## config.mk

```make
export PLATFORM = sky130hd
export DESIGN_NAME = multicycle_core_ctrl
export DESIGN_NICKNAME = d
export VERILOG_FILES = /design/src/rtl/multicycle_core_ctrl_pkg.sv /design/src/rtl/multicycle_core_ctrl_alu_op_decode.sv /design/src/rtl/multicycle_core_ctrl.sv
export SDC_FILE = /design/constraint.sdc
export NUM_CORES = 1
export LEC_CHECK = 0
export ABC_AREA = 1
export BUFFER_PORTS_ARGS = -buffer_cell sky130_fd_sc_hd__buf_2
export CAP_MARGIN = 20
export CORE_UTILIZATION = 48
export DETAILED_ROUTE_END_ITERATION = 6
export GPL_TIMING_DRIVEN = 0
export PLACE_DENSITY = 0.77
export RECOVER_POWER = 50
export SETUP_SLACK_MARGIN = 0.4
export SLEW_MARGIN = 5
export SYNTH_ARGS = -nofsm -noshare
export SYNTH_HDL_FRONTEND = slang
export SYNTH_SLANG_ARGS = --single-unit
```

## constraint.sdc

```tcl
create_clock -name clk -period 1.6 [get_ports clk]
set_clock_uncertainty 0.2 [all_clocks]
set_input_delay 0.32 -clock clk [delete_from_list [all_inputs] [get_ports clk]]
set_output_delay 0.32 -clock clk [all_outputs]
set_load 0.05 [all_outputs]
```

## src/rtl/multicycle_core_ctrl_pkg.sv

```systemverilog
// Shared encodings for the multi-cycle core sequencer: opcodes, ALU ops,
// FSM states, mux selects and trap causes.
package core_pkg;

  localparam logic [6:0] OP_R      = 7'b0110011;
  localparam logic [6:0] OP_I      = 7'b0010011;
  localparam logic [6:0] OP_LOAD   = 7'b0000011;
  localparam logic [6:0] OP_STORE  = 7'b0100011;
  localparam logic [6:0] OP_BRANCH = 7'b1100011;

  localparam logic [3:0] ALU_AND = 4'b0000;
  localparam logic [3:0] ALU_OR  = 4'b0001;
  localparam logic [3:0] ALU_ADD = 4'b0010;
  localparam logic [3:0] ALU_XOR = 4'b0011;
  localparam logic [3:0] ALU_SLL = 4'b0100;
  localparam logic [3:0] ALU_SRL = 4'b0101;
  localparam logic [3:0] ALU_SUB = 4'b0110;
  localparam logic [3:0] ALU_SLT = 4'b0111;
  localparam logic [3:0] ALU_SRA = 4'b1000;

  typedef logic [3:0] state_t;
  localparam state_t S_FETCH      = 4'd0;
  localparam state_t S_FETCH_WAIT = 4'd1;
  localparam state_t S_DECODE     = 4'd2;
  localparam state_t S_EXEC       = 4'd3;
  localparam state_t S_ALU_WB     = 4'd4;
  localparam state_t S_ADDR       = 4'd5;
  localparam state_t S_MEM        = 4'd6;
  localparam state_t S_MEM_WAIT   = 4'd7;
  localparam state_t S_LOAD_WB    = 4'd8;
  localparam state_t S_BRANCH     = 4'd9;
  localparam state_t S_TRAP       = 4'd10;

  localparam logic [1:0] PC_SRC_PLUS4  = 2'd0;
  localparam logic [1:0] PC_SRC_TARGET = 2'd1;
  localparam logic [1:0] PC_SRC_HOLD   = 2'd2;

  localparam logic [1:0] SRC_B_RS2  = 2'd0;
  localparam logic [1:0] SRC_B_FOUR = 2'd1;
  localparam logic [1:0] SRC_B_IMM  = 2'd2;

  localparam logic [1:0] CAUSE_NONE    = 2'd0;
  localparam logic [1:0] CAUSE_ILLEGAL = 2'd1;
  localparam logic [1:0] CAUSE_TIMEOUT = 2'd2;

  function automatic logic is_wait(input state_t s);
    return (s == S_FETCH_WAIT) || (s == S_MEM_WAIT);
  endfunction

endpackage

```

## src/rtl/multicycle_core_ctrl_alu_op_decode.sv

```systemverilog
// Combinational ALU operation select for R-type and I-ALU instructions.
module alu_op_decode
  import core_pkg::*;
(
  input  logic [6:0] opcode,
  input  logic [2:0] funct3,
  input  logic       funct7b5,
  output logic [3:0] alu_ctrl
);

  always_comb begin
    alu_ctrl = ALU_ADD;
    if (opcode == OP_R || opcode == OP_I) begin
      case (funct3)
        // addi has no subtract form, so bit 30 is only honoured for R-type
        3'b000:  alu_ctrl = (opcode == OP_R && funct7b5) ? ALU_SUB : ALU_ADD;
        3'b001:  alu_ctrl = ALU_SLL;
        3'b010:  alu_ctrl = ALU_SLT;
        3'b011:  alu_ctrl = ALU_SLT;
        3'b100:  alu_ctrl = ALU_XOR;
        3'b101:  alu_ctrl = funct7b5 ? ALU_SRA : ALU_SRL;
        3'b110:  alu_ctrl = ALU_OR;
        default: alu_ctrl = ALU_AND;
      endcase
    end
  end

endmodule

```

## src/rtl/multicycle_core_ctrl.sv

```systemverilog
// Multi-cycle sequencer: steps a shared datapath one phase per state, with a
// bounded memory wait, sticky trap, and cycle/instret counters.
module multicycle_core_ctrl
  import core_pkg::*;
#(
  parameter int XLEN        = 32,
  parameter int CNT_W       = 32,
  parameter int MEM_TIMEOUT = 15,
  parameter int TMO_W       = 4
) (
  input  logic             clk,
  input  logic             reset,
  input  logic [6:0]       opcode,
  input  logic [2:0]       funct3,
  input  logic             funct7b5,
  input  logic             zero,
  input  logic             mem_ready,
  output logic             pc_write,
  output logic [1:0]       pc_src,
  output logic             ir_write,
  output logic             mem_req,
  output logic             mem_we,
  output logic             iord,
  output logic             alu_src_a,
  output logic [1:0]       alu_src_b,
  output logic [3:0]       alu_ctrl,
  output logic             reg_write,
  output logic             mem_to_reg,
  output logic             trap,
  output logic [1:0]       trap_cause,
  output logic [CNT_W-1:0] cycle_cnt,
  output logic [CNT_W-1:0] instret_cnt,
  output logic [XLEN-1:0]  pc_inc,
  output state_t           dbg_state
);

  localparam logic [TMO_W-1:0] TMO_LAST = TMO_W'(MEM_TIMEOUT - 1);

  state_t             state_q, state_d;
  logic [TMO_W-1:0]   tmo_q, tmo_d;
  logic               trap_q, trap_d;
  logic [1:0]         cause_q, cause_d;
  logic [CNT_W-1:0]   cycle_q, cycle_d;
  logic [CNT_W-1:0]   instret_q, instret_d;
  logic               retire;
  logic               tmo_hit;
  logic [3:0]         exec_alu_ctrl;

  alu_op_decode u_alu_op_decode (
    .opcode   (opcode),
    .funct3   (funct3),
    .funct7b5 (funct7b5),
    .alu_ctrl (exec_alu_ctrl)
  );

  // Fires on the MEM_TIMEOUT-th cycle spent in a wait state.
  assign tmo_hit = (MEM_TIMEOUT != 0) && (tmo_q == TMO_LAST);

  always_comb begin
    state_d = state_q;
    cause_d = cause_q;
    retire  = 1'b0;
    case (state_q)
      S_FETCH, S_FETCH_WAIT: begin
        if (mem_ready) begin
          state_d = S_DECODE;
        end else if (state_q == S_FETCH_WAIT && tmo_hit) begin
          state_d = S_TRAP;
          cause_d = CAUSE_TIMEOUT;
        end else begin
          state_d = S_FETCH_WAIT;
        end
      end
      S_DECODE: begin
        case (opcode)
          OP_R, OP_I:         state_d = S_EXEC;
          OP_LOAD, OP_STORE:  state_d = S_ADDR;
          OP_BRANCH:          state_d = S_BRANCH;
          default: begin
            state_d = S_TRAP;
            cause_d = CAUSE_ILLEGAL;
          end
        endcase
      end
      S_EXEC:   state_d = S_ALU_WB;
      S_ALU_WB: begin
        state_d = S_FETCH;
        retire  = 1'b1;
      end
      S_ADDR:   state_d = S_MEM;
      S_MEM, S_MEM_WAIT: begin
        if (mem_ready) begin
          if (opcode == OP_STORE) begin
            state_d = S_FETCH;
            retire  = 1'b1;
          end else begin
            state_d = S_LOAD_WB;
          end
        end else if (state_q == S_MEM_WAIT && tmo_hit) begin
          state_d = S_TRAP;
          cause_d = CAUSE_TIMEOUT;
        end else begin
          state_d = S_MEM_WAIT;
        end
      end
      S_LOAD_WB: begin
        state_d = S_FETCH;
        retire  = 1'b1;
      end
      S_BRANCH: begin
        if (funct3 == 3'b000 || funct3 == 3'b001) begin
          state_d = S_FETCH;
          retire  = 1'b1;
        end else begin
          state_d = S_TRAP;
          cause_d = CAUSE_ILLEGAL;
        end
      end
      S_TRAP:   state_d = S_TRAP;
      default:  state_d = S_FETCH;
    endcase

    trap_d    = trap_q | (state_d == S_TRAP);
    tmo_d     = (is_wait(state_q) && state_d == state_q) ? tmo_q + 1'b1 : '0;
    cycle_d   = cycle_q + 1'b1;
    instret_d = retire ? instret_q + 1'b1 : instret_q;
  end

  always_ff @(posedge clk or negedge reset) begin
    if (!reset) begin
      state_q   <= S_FETCH;
      tmo_q     <= '0;
      trap_q    <= 1'b0;
      cause_q   <= CAUSE_NONE;
      cycle_q   <= '0;
      instret_q <= '0;
    end else begin
      state_q   <= state_d;
      tmo_q     <= tmo_d;
      trap_q    <= trap_d;
      cause_q   <= cause_d;
      cycle_q   <= cycle_d;
      instret_q <= instret_d;
    end
  end

  // Strobes are gated by reset so a mid-access reset withdraws mem_req at once.
  always_comb begin
    pc_write   = 1'b0;
    pc_src     = PC_SRC_HOLD;
    ir_write   = 1'b0;
    mem_req    = 1'b0;
    mem_we     = 1'b0;
    iord       = 1'b0;
    alu_src_a  = 1'b0;
    alu_src_b  = SRC_B_RS2;
    alu_ctrl   = ALU_AND;
    reg_write  = 1'b0;
    mem_to_reg = 1'b0;
    if (reset) begin
      case (state_q)
        S_FETCH, S_FETCH_WAIT: begin
          mem_req   = 1'b1;
          alu_src_b = SRC_B_FOUR;
          alu_ctrl  = ALU_ADD;
          if (mem_ready) begin
            ir_write = 1'b1;
            pc_write = 1'b1;
            pc_src   = PC_SRC_PLUS4;
          end
        end
        S_DECODE: begin
          alu_src_b = SRC_B_IMM;
          alu_ctrl  = ALU_ADD;
        end
        S_EXEC: begin
          alu_src_a = 1'b1;
          alu_src_b = (opcode == OP_I) ? SRC_B_IMM : SRC_B_RS2;
          alu_ctrl  = exec_alu_ctrl;
        end
        S_ALU_WB: reg_write = 1'b1;
        S_ADDR: begin
          alu_src_a = 1'b1;
          alu_src_b = SRC_B_IMM;
          alu_ctrl  = ALU_ADD;
        end
        S_MEM, S_MEM_WAIT: begin
          mem_req = 1'b1;
          iord    = 1'b1;
          mem_we  = (opcode == OP_STORE);
        end
        S_LOAD_WB: begin
          reg_write  = 1'b1;
          mem_to_reg = 1'b1;
        end
        S_BRANCH: begin
          alu_src_a = 1'b1;
          alu_src_b = SRC_B_RS2;
          alu_ctrl  = ALU_SUB;
          if ((funct3 == 3'b000 && zero) || (funct3 == 3'b001 && !zero)) begin
            pc_write = 1'b1;
            pc_src   = PC_SRC_TARGET;
          end
        end
        default: ;
      endcase
    end
  end

  assign trap        = trap_q;
  assign trap_cause  = cause_q;
  assign cycle_cnt   = cycle_q;
  assign instret_cnt = instret_q;
  assign pc_inc      = XLEN'(4);
  assign dbg_state   = state_q;

endmodule

```

==> results.sh <==
export IMPL_outcome="finished, violations left"
export IMPL_violations="design-rule violations, negative hold slack, negative setup slack"
export IMPL_final_max_slew_violation_count=0
export IMPL_io_pins=134
export IMPL_yosysMostFrequentCell="nand2_1"
export IMPL_antenna_found_initial=0
export IMPL_ys_warn_count=0
export IMPL_required_ns=1.08
export IMPL_drt_iter0_markers=686
export IMPL_synth_edf_count=0
export IMPL_die_height_microns=104
export IMPL_clkSinkCount=75
export IMPL_diodes=0
export IMPL_initial_utilization_pct=50.3
export IMPL_crit_fanout=4
export IMPL_path_clk_slew_ns=0.10
export IMPL_worstSetupEndpoint="pc_write"
export IMPL_synthToLayoutAreaGrowth_pct=81.6
export IMPL_drtAntennaViolNets=0
export IMPL_ys_ff_latch=75
export IMPL_r2r_cells=13
export IMPL_fmax_mhz=422
export IMPL_clock_path_buffers=2
export IMPL_ys_top_cells_by_count="nand2_1, nor2_1, dfrtp_1, inv_1, nand3_1"
export IMPL_rsz0062_at_grt="true"
export IMPL_chipWidth_microns=104
export IMPL_cts_root_buf="clkbuf_8"
export IMPL_synth_area_sq_um=4980
export IMPL_gp_congestion=0.939
export IMPL_dieArea_sq_um=10800
export IMPL_leakage_uw=0.00444
export IMPL_first_pass_iters=7
export IMPL_worstSetupStartpoint="dbg_state[2]"
export IMPL_ys_seq_area_share_pct=37.7
export IMPL_hp_class="in -> async"
export IMPL_synthCells=722
export IMPL_crit_path_start_kind="register"
export IMPL_highest_layer="met4"
export IMPL_numCtsBuffers=9
export IMPL_power_density_nw_per_um2=1150
export IMPL_crit_type="reg -> out"
export IMPL_slowest_stage="dfrtp_2"
export IMPL_vias=6919
export IMPL_fin_crit_ns=2.37
export IMPL_instances_no_fill=1140
export IMPL_grt_usage_pct=33.7
export IMPL_wirelength_microns=25300
export IMPL_worst_path_largest_cell_delay_ns=0.46
export IMPL_fin_crit_sh_pct=148
export IMPL_crit_chain="inv_4 > nand2_4 > inv_2 > nand2_4 > nor2_2 > nand2_2 > clkinvlp_4 > nor2_4 > clkinvlp_4 > buf_8"
export IMPL_yosysTopAreaCell="dfrtp_1"
export IMPL_finalHoldViolCount=75
export IMPL_post_drt_wl_per_cell_microns=22.2
export IMPL_async_flop_share_pct=100
export IMPL_grt_pass1_wl_microns=29000
export IMPL_overflow=0
export IMPL_dp_final_hpwl_microns=10200
export IMPL_finalSetupViolCount=100
export IMPL_avgSynthCellArea_sq_um=6.90
export IMPL_wl_met2_microns=11600
export IMPL_ys_top_cells_by_area="dfrtp_1, nand2_1, nor2_1"
export IMPL_cp_end_kind="output port"
export IMPL_hold_worst_slack_ns=-0.435
export IMPL_cts_max_level=3
export IMPL_final_net_count=1021
export IMPL_fin_ws_ns=-0.771
export IMPL_regToRegEndpoint="instret_cnt[27]"
export IMPL_place_inst=987
export IMPL_clock_latency_ns=0.38
export IMPL_r2r_slack_ns=-0.68
export IMPL_numPortBuffers=101
export IMPL_first_global_vias=6045
export IMPL_cts_tree="built"
export IMPL_route_detailed_drc=20
export IMPL_maxCapViolCount=0
export IMPL_drive_gt1_share_pct=50.4
export IMPL_num_rows=36
export IMPL_synth_top_cell_area_share_pct=37.7
export IMPL_vias_per_cell=6.07
export IMPL_arrival_ns=1.85
export IMPL_met3_wirelength_microns=2760
export IMPL_dpl_worst_slack_ns=-0.956
export IMPL_ir_worst_vdd_uv=1520
export IMPL_yosysUniqueCellTypes=32
export IMPL_coreArea_sq_um=9910
export IMPL_wl_met1_microns=8290
export IMPL_worstReg2RegStart="dbg_state[3]"
export IMPL_grt_start_max_net_pins=34
export IMPL_synth_flop_cell="dfrtp_1"
==> flip-flops by register name, summed over array words and instances, names as in the netlist <==
signal,count
tmo_q,4
cycle_cnt,32
trap,1
dbg_state,4
trap_cause,2
instret_cnt,32
==> how the worst min path moves through the flow <==
stage / start / end / depth (start not counted)
floorplan: reset / cycle_cnt[0] / 0
global placement: trap / trap / 2
detailed placement: reset / instret_cnt[2] / 1
CTS: reset / instret_cnt[2] / 1
global route: reset / instret_cnt[3] / 1
finish: reset / instret_cnt[3] / 1
==> placed cells by master, fill, tap and decap left out, types with 9 or more instances in the layout <==
master	synthesis	routed
buf_2	3	13
buf_4	34	118
buf_6	2	80
buf_8	0	58
clkbuf_8	0	10
conb_1	2	32
dfrtp_1	75	17
dfrtp_2	0	57
inv_1	66	46
inv_2	5	19
nand2_1	245	215
nand2_2	12	25
nand2_4	1	17
nand3_1	35	23
nand3_4	0	9
nand3b_1	11	11
nand4_1	12	12
nor2_1	117	83
nor2_2	5	17
nor2_4	5	27
o21ai_1	4	16
xor2_1	24	24
==> metrics by stage <==
stage	TNS (ns)	utilization [%]	instance area (sq um)	hold slack, ns	power [uW]
2_1_floorplan	-13.13	-	5550	-0.176	5010
3_3_place_gp	-83.83	62.8	6220	0.254	5680
3_5_place_dp	-21.79	63.1	6250	-0.00913	5750
4_1_cts	-22.44	83.8	8300	-0.418	9350
5_1_grt	-45.48	91.2	9040	-0.443	10600
6_report	-41.22	91.2	9040	-0.435	10400
==> what timing repair did <==
action,in CTS,in global routing
gates resized for setup,289,115
pin swaps,47,31
buffers inserted,92,37
setup endpoints to repair,157,160
gates cloned,8,0
endpoints found under the hold margin,65,56
==> critical path: cells and delay by family (launching register included) <==
kind,cells,cell delay [ns]
buf+inv,5,0.55
simple gates,5,0.49
flops,1,0.46
==> power breakdown <==
part	internal (uW)	total, uW	switching, uW
clock	891	1790	898
sequential	2100	2390	289
combinational	2650	6230	3570
==> kinds of logic after synthesis <==
logic type,after synthesis,synth area share [%]
and+or+nand+nor,463,39.9
buffers and inverters,111,11.3
adders and majority gates,4,1.01
xor gates and xnor gates,38,6.83
other,2,0.151
DFF,75,37.7
AOI/OAI and AO/OA,29,3.07
==> area by class of cell <==
cell class              instances  area (sq um)
well taps                     133           166
flip-flops and latches         75          1950
plain buffers                  40           360
inverters                      71           287
multi-input cells             566          3420
fillers                       352           868
clock buffers                   9           124
repair buffers                239          2630
clock inverters                 7           101
==> layer usage <==
metal  vias to the layer above  track usage (%)
li1                       2758                -
met1                      3109             36.8
met2                       755             61.4
met3                       297             6.02
met4                         0             19.0
met5                         -                0
(Power assumes the default switching activity.)
